<file path="src/rtl/line_scheduler.sv">
// line_scheduler: drives fifo_solver over every grid line (rows, then columns), pruning
// per-line live-option masks until each line commits. Define LSCHED_WDOG_EN for the response watchdog.
module line_scheduler #(
  parameter  int SIZE     = 3,
  parameter  int MAX_OPTS = 8,
  parameter  int OPTW     = 4,
  parameter  int WDOG_CYC = 64,
  localparam int LW       = $clog2(2*SIZE)
) (
  input  logic              clk,
  input  logic              rst_n,
  input  logic              cfg_wr,
  input  logic [LW-1:0]     cfg_line,
  input  logic [OPTW-1:0]   cfg_cnt,
  input  logic              start,
  output logic              opt_req,
  output logic [LW-1:0]     opt_line,
  output logic [OPTW-1:0]   opt_idx,
  input  logic              opt_rvalid,
  input  logic [SIZE-1:0]   opt_rdata,
  output logic              sol_valid_op,
  output logic [SIZE-1:0]   sol_option,
  output logic [SIZE-1:0]   sol_line_ind,
  output logic              sol_row,
  output logic [SIZE:0]     sol_option_num,
  input  logic              sol_valid_out,
  input  logic              sol_put_back,
  output logic              busy,
  output logic              solved,
  output logic              stuck,
  output logic              failed,
  output logic [2*SIZE-1:0] committed
);

  localparam int NL = 2*SIZE;
  localparam int NW = SIZE + 1;

  typedef enum logic [2:0] {
    S_IDLE, S_PICK, S_FETCH, S_ISSUE, S_WAIT, S_NEXT, S_DONE
  } state_t;

  state_t              state;
  logic [MAX_OPTS-1:0] mask [NL];
  logic [LW-1:0]       ptr, line;
  logic [OPTW-1:0]     cursor, line_cnt;
  logic                progress, wrap_pend;

  // Returns {found, index} of the lowest set bit at or above position from.
  function automatic logic [OPTW:0] first_set(input logic [MAX_OPTS-1:0] m, input int from);
    first_set = '0;
    for (int b = MAX_OPTS-1; b >= 0; b--)
      if (m[b] && b >= from) first_set = {1'b1, OPTW'(b)};
  endfunction

  function automatic logic [OPTW-1:0] popcount(input logic [MAX_OPTS-1:0] m);
    popcount = '0;
    for (int b = 0; b < MAX_OPTS; b++) popcount = popcount + OPTW'(m[b]);
  endfunction

  logic                hi_found, lo_found, pick_found, pick_wrap, line_last;
  logic [LW-1:0]       hi_line, lo_line, pick_line, line_inc;
  logic [MAX_OPTS-1:0] pick_mask, cur_bit, pruned, cfg_mask;
  logic [OPTW:0]       pick_first, next_first;
  logic [OPTW-1:0]     pick_cnt;
  logic [SIZE-1:0]     line_ind;

  // NOTE: every always_comb output gets a default first so no path can infer a latch.
  always_comb begin
    hi_found = 1'b0;
    lo_found = 1'b0;
    hi_line  = '0;
    lo_line  = '0;
    for (int i = NL-1; i >= 0; i--) begin
      if (!committed[i]) begin
        if (i >= int'(ptr)) begin
          hi_found = 1'b1;
          hi_line  = LW'(i);
        end else begin
          lo_found = 1'b1;
          lo_line  = LW'(i);
        end
      end
    end
  end

  // Counts above MAX_OPTS saturate for free: every bit index is below them.
  always_comb begin
    cfg_mask = '0;
    for (int b = 0; b < MAX_OPTS; b++) cfg_mask[b] = (b < int'(cfg_cnt));
  end

  assign pick_found = hi_found | lo_found;
  assign pick_wrap  = wrap_pend | ~hi_found;
  assign pick_line  = hi_found ? hi_line : lo_line;
  assign pick_mask  = mask[pick_line];
  assign pick_first = first_set(pick_mask, 0);
  assign pick_cnt   = popcount(pick_mask);
  assign cur_bit    = MAX_OPTS'(1) << cursor;
  assign pruned     = mask[line] & ~cur_bit;
  assign next_first = first_set(mask[line], int'(cursor) + 1);
  assign line_last  = (line == LW'(NL-1));
  assign line_inc   = line_last ? '0 : line + LW'(1);
  assign line_ind   = (int'(line) >= SIZE) ? SIZE'(int'(line) - SIZE) : SIZE'(line);
  assign busy       = (state != S_IDLE) && (state != S_DONE);

`ifdef LSCHED_WDOG_EN
  localparam int WDW = $clog2(WDOG_CYC + 1);
  logic [WDW-1:0] wdog;
  logic           wdog_fire;
  assign wdog_fire = ((state == S_FETCH && !opt_rvalid) || (state == S_WAIT && !sol_valid_out))
                     && (wdog == WDW'(WDOG_CYC - 1));
`else
  // WDOG_CYC has no role without the watchdog.
  logic [31:0] wdog_unused;
  assign wdog_unused = WDOG_CYC;
`endif

  // NOTE: sequential state uses non-blocking assignments only, so every read sees pre-edge values.
  always_ff @(posedge clk or negedge rst_n) begin
    if (!rst_n) begin
      state <= S_IDLE;
      // NOTE: the mask store is reset explicitly because a run may start before any cfg_wr.
      for (int i = 0; i < NL; i++) mask[i] <= '0;
      ptr            <= '0;
      line           <= '0;
      cursor         <= '0;
      line_cnt       <= '0;
      progress       <= 1'b0;
      wrap_pend      <= 1'b0;
      opt_req        <= 1'b0;
      opt_line       <= '0;
      opt_idx        <= '0;
      sol_valid_op   <= 1'b0;
      sol_option     <= '0;
      sol_line_ind   <= '0;
      sol_row        <= 1'b0;
      sol_option_num <= '0;
      solved         <= 1'b0;
      stuck          <= 1'b0;
      failed         <= 1'b0;
      committed      <= '0;
`ifdef LSCHED_WDOG_EN
      wdog           <= '0;
`endif
    end else begin
      opt_req      <= 1'b0;
      sol_valid_op <= 1'b0;
      unique case (state)
        S_IDLE, S_DONE: begin
          if (cfg_wr && int'(cfg_line) < NL) mask[cfg_line] <= cfg_mask;
          if (start) begin
            state     <= S_PICK;
            ptr       <= '0;
            cursor    <= '0;
            progress  <= 1'b0;
            wrap_pend <= 1'b0;
            committed <= '0;
            solved    <= 1'b0;
            stuck     <= 1'b0;
            failed    <= 1'b0;
          end
        end
        S_PICK: begin
          if (!pick_found) begin
            solved <= 1'b1;
            state  <= S_DONE;
          end else if (pick_wrap && !progress) begin
            stuck <= 1'b1;
            state <= S_DONE;
          end else begin
            if (pick_wrap) progress <= 1'b0;
            wrap_pend <= 1'b0;
            line      <= pick_line;
            line_cnt  <= pick_cnt;
            if (!pick_first[OPTW]) begin
              failed <= 1'b1;
              state  <= S_DONE;
            end else begin
              cursor   <= pick_first[OPTW-1:0];
              opt_req  <= 1'b1;
              opt_line <= pick_line;
              opt_idx  <= pick_first[OPTW-1:0];
              state    <= S_FETCH;
            end
          end
        end
        S_FETCH: begin
          if (opt_rvalid) begin
            sol_option     <= opt_rdata;
            sol_line_ind   <= line_ind;
            sol_row        <= (int'(line) < SIZE);
            sol_option_num <= NW'(line_cnt);
            sol_valid_op   <= 1'b1;
            state          <= S_ISSUE;
          end
        end
        S_ISSUE: state <= S_WAIT;
        S_WAIT: begin
          if (sol_valid_out) begin
            if (line_cnt == OPTW'(1)) begin
              committed[line] <= 1'b1;
              progress        <= 1'b1;
              ptr             <= line_inc;
              wrap_pend       <= line_last;
              state           <= S_PICK;
            end else if (!sol_put_back) begin
              mask[line] <= pruned;
              progress   <= 1'b1;
              if (pruned == '0) begin
                failed <= 1'b1;
                state  <= S_DONE;
              end else begin
                state <= S_NEXT;
              end
            end else begin
              state <= S_NEXT;
            end
          end
        end
        S_NEXT: begin
          if (next_first[OPTW]) begin
            cursor   <= next_first[OPTW-1:0];
            opt_req  <= 1'b1;
            opt_line <= line;
            opt_idx  <= next_first[OPTW-1:0];
            state    <= S_FETCH;
          end else begin
            ptr       <= line_inc;
            wrap_pend <= line_last;
            state     <= S_PICK;
          end
        end
        default: state <= S_IDLE;
      endcase
`ifdef LSCHED_WDOG_EN
      // Only FETCH and WAIT count, so the counter is already zero on every entry.
      wdog <= (state == S_FETCH || state == S_WAIT) ? wdog + WDW'(1) : '0;
      if (wdog_fire) begin
        failed <= 1'b1;
        state  <= S_DONE;
      end
`endif
    end
  end

endmodule

</file>
<file path="config.mk">
export PLATFORM = sky130hd
export DESIGN_NAME = line_scheduler
export DESIGN_NICKNAME = d
export VERILOG_FILES = /design/src/rtl/line_scheduler.sv
export SDC_FILE = /design/constraint.sdc
export NUM_CORES = 1
export LEC_CHECK = 0
export CAP_MARGIN = 0
export CORE_ASPECT_RATIO = 1.5
export CORE_MARGIN = 10
export CORE_UTILIZATION = 55
export CTS_CLUSTER_SIZE = 28
export DETAILED_ROUTE_END_ITERATION = 8
export PLACE_DENSITY = 0.73
export SYNTH_ARGS = -nofsm -noshare
export SYNTH_HDL_FRONTEND = slang
export SYNTH_SLANG_ARGS = --single-unit
export TNS_END_PERCENT = 50
</file>
<file path="constraint.sdc">
create_clock -name clk -period 10.71 [get_ports clk]
set_input_delay 2.6775 -clock clk [delete_from_list [all_inputs] [get_ports clk]]
set_output_delay 2.6775 -clock clk [all_outputs]
set_load 0.01 [all_outputs]
</file>
==> flow_metrics.tcl, run 1 <==
set metrics [dict create \
    switchingPower_mw 1.29 \
    hold_viol 0 \
    fmax_ghz 0.181 \
    layout-drive-gt1-share_pct 10.3 \
    synth_edf_count 0 \
    post_cts_buffers 0 \
    worst_path_most_repeated_cell "inv_1" \
    synth_cells 694 \
    worst_r2r_path_depth 18 \
    io_buffers 45 \
    final.setup_skew_ps 9.91 \
    leakage_nw 2.97 \
    start_util_pct 55.8 \
    tightest_slew_ps 1110 \
    pwr-share-clk_pct 13.1 \
    grt_max_degree 61 \
    status "finished clean" \
    die_w_um 108 \
    grt_pass1_vias 6099 \
    power_frac_comb_pct 61.4 \
    ys_warn_count 0 \
    cp_data_required_time_ps 10970 \
    p_int_mw 1.42 \
    finalSetupTns_ps 0 \
    grt_use_total_pct 26.5 \
    grt_setup_unrepaired "false" \
    netlist_area_mm2 0.00640 \
    avgSynthCellArea_um2 9.22 \
    clkTransAtPathRegs_ps 60 \
    crit_type "reg2reg" \
    crit_fanout 14 \
    final_util_pct 63.2 \
    ys_seq_elements 94 \
    end_kind "flip-flop" \
    finalNetCount 755 \
    routed_wl_mm 21.8 \
    drtAntennaViolNets 0 \
    r2r-end "line_cnt[2]" \
    final-setup-viol-count 0 \
    cts_made_buffers 9 \
    min_from "sol_option[1]" \
    period_share_pct 51.7 \
    finalCriticalPeriod_ps 5530 \
    synth.net_count 728 \
    drtIter0Drc 526 \
    wire_per_inst_um 24.9 \
    relSlewSlack_pct 25.5 \
    synth_common_cells "dfrtp_1 (94), nand2_1 (63), nor2_1 (47), o21ai_0 (41), a21oi_1 (40)" \
    diodes 0 \
    num_vias 6178 \
    final-max-slew-violation-count 0 \
    r2r_start "ptr[2]" \
    die_area_mm2 0.0164 \
    ctsHtreeMaxLevel 3 \
    synth_ff_type "dfrtp_1" \
    ys_seq_area_share_pct 36.8 \
    cts_root_buffer "clkbuf_16" \
    num_rows 48 \
    ys_top_cells_by_area "dfrtp_1 (37%), a22o_1 (5.1%), nand2_1 (3.7%), mux2_2 (3.3%), o21ai_0 (3.2%)" \
    dr.pass1.iters 8 \
    clock_path_buffers 2 \
    drc_errors 0 \
    min_to "sol_option[1]" \
    postSynth.asyncResetShare_pct 100 \
    slowest_delay_ps 600 \
    ir_drop_mv 0.344 \
    regToRegSetupSlack_ps 5180 \
    synth_top_area_cell "dfrtp_1" \
    antenna_found_initial 0 \
    finalPower_mw 2.71 \
    hold_depth 1 \
    die_h_um 152 \
    dpl.hpwl_mm 16.4 \
    cts_tree "yes" \
    yosys.cell_types.count 87 \
    cpMaxStageDelayCell "dfrtp_1" \
    worst-endpoint-arrival_ps 5800 \
    power_frac_seq_pct 25.4 \
    gp_congestion 1.02 \
    synth_top_area_share_pct 36.8 \
    yosysMostFrequentCell "dfrtp_1" \
    pin_count 47 \
    areaGrowthSynthToFinish_pct 13.3 \
    cts_resized 0 \
    holdBufCountCts 0 \
    maxCapViolations 0 \
    switching_share_pct 47.6 \
    core_mm2 0.0115 \
    hp-class "reg2reg" \
    overflow 0 \
    worstPathCellList "a21boi_1 -> o211ai_1 -> o21ai_1 -> buf_4 -> a211oi_1 -> o32ai_1 -> inv_1 -> fa_1 -> inv_1 -> fa_1 -> inv_1 -> fa_1 -> inv_1 -> ha_1 -> inv_1 -> fa_1 -> xor2_1 -> o21ai_0" \
    clock-sinks 94 \
    grt_pass1_wl_mm 34.1 \
    clkLatencyLatePin_ps 360 \
    powerDensity_mw_per_mm2 374 \
    viasPerCell 7.06 \
    cp-start-kind "flip-flop" \
]
power by group through the flow:
stage	clock [mW]	combinational, mW	sequential (mW)
CTS	0.357	1.65	0.681
global placement	0	1.60	0.683
floorplan	0	1.21	0.611
detailed placement	0	1.64	0.687
finish	0.356	1.67	0.689
global route	0.372	1.83	0.702
metrics by stage:
| stage | hold slack [ps] | worst slack (ps) | cells | cell area (um^2) |
|---|---|---|---|---|
| finish | 507 | 5180 | 875 | 7250 |
| global route | 518 | 4820 | 875 | 7250 |
| CTS | 510 | 5210 | 875 | 7250 |
| detailed placement | 491 | 5230 | 860 | 6920 |
| global placement | 485 | 5470 | 860 | 6920 |
| floorplan | 463 | 6120 | 694 | 6400 |
cells by family (layout without fill, tap and decap cells):
kind of cell / Yosys count / count (layout) / share of synthesized area (%)
compound gates: 285 / 285 / 32.8
simple gates: 194 / 194 / 14.8
flops: 94 / 94 / 36.8
buf+inv: 66 / 97 / 4.32
mux: 35 / 35 / 7.14
fa+ha+maj: 17 / 17 / 3.80
xor+xnor: 2 / 2 / 0.274
other cells: 1 / 1 / 0.0586
sequential cells by signal (all words and copies together) (netlist names), 3 cells and up:
signal / flops
sol_option: 3
cursor: 3
sol_line_ind: 3
ptr: 3
opt_idx: 3
line: 3
opt_line: 3
line_cnt: 4
mask: 48
committed: 6
state: 3
sol_option_num: 4
area by class of cell:
type | instances | area (um^2)
clock buffers | 12 | 256
clock inverters | 3 | 67.6
fillers | 960 | 4220
inverters | 32 | 123
multi-input cells | 534 | 3780
flip-flops and latches | 94 | 2350
well taps | 150 | 188
repair buffers | 50 | 485
layout by cell type, fill, tap and decap left out, types with 5 or more instances in the layout:
| cell | instances |
|---|---|
| a211oi_1 | 13 |
| clkdlybuf4s50_1 | 44 |
| a22o_1 | 37 |
| buf_4 | 6 |
| clkbuf_16 | 9 |
| nor2_1 | 47 |
| ha_1 | 13 |
| nor3_1 | 17 |
| inv_1 | 29 |
| mux2i_1 | 7 |
| nand2_1 | 63 |
| a22oi_1 | 23 |
| a21o_1 | 7 |
| dfrtp_1 | 94 |
| o32ai_1 | 5 |
| o21ai_1 | 10 |
| o2bb2ai_1 | 8 |
| or3_1 | 7 |
| mux4_2 | 5 |
| nand2b_1 | 8 |
| o211a_1 | 10 |
| o21ai_0 | 41 |
| nor4_1 | 7 |
| nand3_1 | 12 |
| a21oi_1 | 40 |
| mux2_2 | 19 |
| o22ai_1 | 31 |
layer usage:
metal / routed length [um] / part of all wire, % / track usage, % / vias up
li1: - / - / - / 2739
met1: 8150 / 37 / 30.9 / 3005
met2: 10600 / 49 / 43.2 / 340
met3: 1560 / 7.2 / 5.29 / 94
met4: 1430 / 6.6 / 16.0 / 0
met5: 0 / 0 / 0 / -
critical path: cells and delay by family, from the launching register on:
| family | cells | cell delay [ps] |
|---|---|---|
| AOI/OAI and AO/OA | 6 | 1920 |
| xor gates and xnor gates | 1 | 150 |
| adders and majority gates | 5 | 2120 |
| buffers and inverters | 6 | 670 |
| DFF | 1 | 600 |
worst max path at each step:
stage | from | end | cells after the start
after detailed placement | ptr[1] | line_cnt[1] | 16
final | ptr[2] | line_cnt[2] | 18
after floorplan | ptr[2] | line_cnt[1] | 17
after global placement | ptr[1] | line_cnt[2] | 17
after global routing | ptr[2] | line_cnt[2] | 18
after CTS | ptr[1] | line_cnt[2] | 17
No activity file was read; power rests on OpenSTA's default activity.
==> run 2: changes to the inputs <==
- clock period: 10.71 -> 5.6 ns (I/O delays scaled with it)
==> run 2 against run 1 <==
  * Largest power group unchanged
  * Critical path type unchanged
  * Worst hold slack worse by 5.9 ps
  * Final area up 0.31%
  * Clock-buffer cell count shrank 1
==> flow_metrics.tcl, run 2 (same netlist as run 1, synthesis figures left out) <==
set metrics [dict create \
    start_util_pct 55.8 \
    hold_viol 0 \
    top_regs "mask (48), committed (6)" \
    maxCapViolations 0 \
    cp-start-kind "flip-flop" \
    cts_made_buffers 9 \
    areaGrowthSynthToFinish_pct 13.7 \
    grt_pass1_wl_mm 34.5 \
    crit_fanout 15 \
    dpl.hpwl_mm 16.8 \
    fillCellCount 959 \
    gp_congestion 1.00 \
    final_util_pct 63.4 \
    grt_use_total_pct 27.0 \
    leakage_nw 2.99 \
    final.setup_skew_ps 10.6 \
    cp.buffers_inverters 5 \
    cts_tree "yes" \
    core_mm2 0.0115 \
    status "finished clean" \
    hp-class "reg2reg" \
    ctsHtreeMaxLevel 3 \
    finalCriticalPeriod_ps 5130 \
    die_area_mm2 0.0164 \
    clkTransAtPathRegs_ps 70 \
    drc_errors 0 \
    critical_path.top_delay_family "adder cells" \
    ir_drop_mv 0.642 \
    post_cts_buffers 0 \
    pin_count 47 \
    drtAntennaViolNets 0 \
    final_common_cell "dfrtp_1" \
    grt_setup_unrepaired "false" \
    clock_path_buffers 2 \
    num_rows 48 \
    fmax_ghz 0.195 \
    antenna_found_initial 0 \
    final-max-slew-violation-count 0 \
    clock-sinks 94 \
    largest_reg_flops 48 \
    worst-endpoint-arrival_ps 5400 \
    cts_root_buffer "clkbuf_16" \
    final_cell_mix "dfrtp_1 (94), nand2_1 (63), nor2_1 (47)" \
    final-setup-viol-count 0 \
    cp_data_required_time_ps 5870 \
    regToRegSetupSlack_ps 470 \
    min_from "opt_idx[2]" \
    holdBufCountCts 0 \
    viasPerCell 7.01 \
    crit_type "reg2reg" \
    diodes 0 \
    finalNetCount 758 \
    top_register "mask" \
    r2r-end "line_cnt[2]" \
    drtIter0Drc 630 \
    end_kind "flip-flop" \
    relSlewSlack_pct 27.9 \
    overflow 0 \
    io_buffers 45 \
    die_h_um 152 \
    cpMaxStageDelayCell "dfrtp_1" \
    routed_wl_mm 22.2 \
    tightest_slew_ps 1070 \
    dr.pass1.iters 7 \
    hold_depth 1 \
    powerDensity_mw_per_mm2 718 \
    min_to "opt_idx[2]" \
    finalSetupTns_ps 0 \
    layout-drive-gt1-share_pct 11.2 \
    grt_pass1_vias 6080 \
    clkLatencyLatePin_ps 360 \
    period_share_pct 91.6 \
    r2r_start "ptr[1]" \
    wire_per_inst_um 25.3 \
    worstPathCellList "a21oi_1 -> o21a_1 -> a2111oi_4 -> nor3_2 -> buf_4 -> o32a_1 -> fa_1 -> inv_1 -> fa_1 -> inv_1 -> fa_1 -> inv_1 -> ha_1 -> inv_1 -> fa_1 -> xor2_1 -> o21ai_0" \
    worst_r2r_path_depth 17 \
    slowest_delay_ps 620 \
    die_w_um 108 \
    grt_max_degree 62 \
    num_vias 6158 \
]
[run 2: changes by cell type in the layout (fill, tap and decap cells not counted), sizes merged]
| cell | change |
|---|---|
| bufinv | -1 |
| clkinv | +4 |
| clkinvlp | -1 |
| clkbuf | -1 |
| buf | +3 |
[run 2: metal layers]
| metal | part of all wire, % | global-route usage [%] |
|---|---|---|
| met1 | 38 | 31.0 |
| met2 | 50 | 45.3 |
| met3 | 6.1 | 5.42 |
| met4 | 6.1 | 14.8 |
| met5 | 0 | 0 |
[run 2: repair_timing]
item,CTS,global route
endpoints found under the hold margin,0,0
setup endpoints to repair,0,2
gates resized for setup,0,2
[run 2: how the worst max path moves through the flow]
stage	start	depth (start not counted)	endpoint
after floorplan	ptr[2]	17	line_cnt[1]
after global placement	ptr[1]	17	line_cnt[2]
after detailed placement	ptr[1]	16	line_cnt[1]
after CTS	ptr[1]	17	line_cnt[2]
after global routing	ptr[1]	17	line_cnt[2]
final	ptr[1]	17	line_cnt[2]
[run 2: where the power goes]
part | switching, mW | internal (mW)
clock | 0.278 | 0.371
sequential | 0.374 | 0.962
combinational | 1.87 | 1.37
total | 2.52 | 2.70
[run 2: area by class of cell]
| type | count | area (um^2) | share of cell area [%] |
|---|---|---|---|
| clock inverter | 5 | 57.6 | 0.792 |
| multi-input combinational | 534 | 3790 | 52.1 |
| clock buffer | 11 | 253 | 3.48 |
| inverter | 32 | 123 | 1.69 |
| timing repair buffer | 53 | 508 | 6.99 |
| tap | 150 | 188 | 2.58 |
| sequential | 94 | 2350 | 32.4 |
[run 2: worst register-to-register path, stage by stage (launching register included)]
cell and delay (ps):
dfrtp_1 620, a21oi_1 100, o21a_1 380, a2111oi_4 500
nor3_2 160, buf_4 210, o32a_1 430, fa_1 530
inv_1 60, fa_1 530, inv_1 60, fa_1 480
inv_1 70, ha_1 170, inv_1 60, fa_1 390
xor2_1 160, o21ai_0 140
[run 2: metrics by stage]
stage               total power [mW]  cell area (um^2)  instances  setup slack (ps)  hold slack (ps)
detailed placement              4.53              6950        863               287              493
global route                    5.65              7270        879               103              526
CTS                             5.19              7260        879               271              508
floorplan                       3.48              6400        694              1010              463
finish                          5.22              7270        879               468              502
global placement                4.41              6950        863               562              482
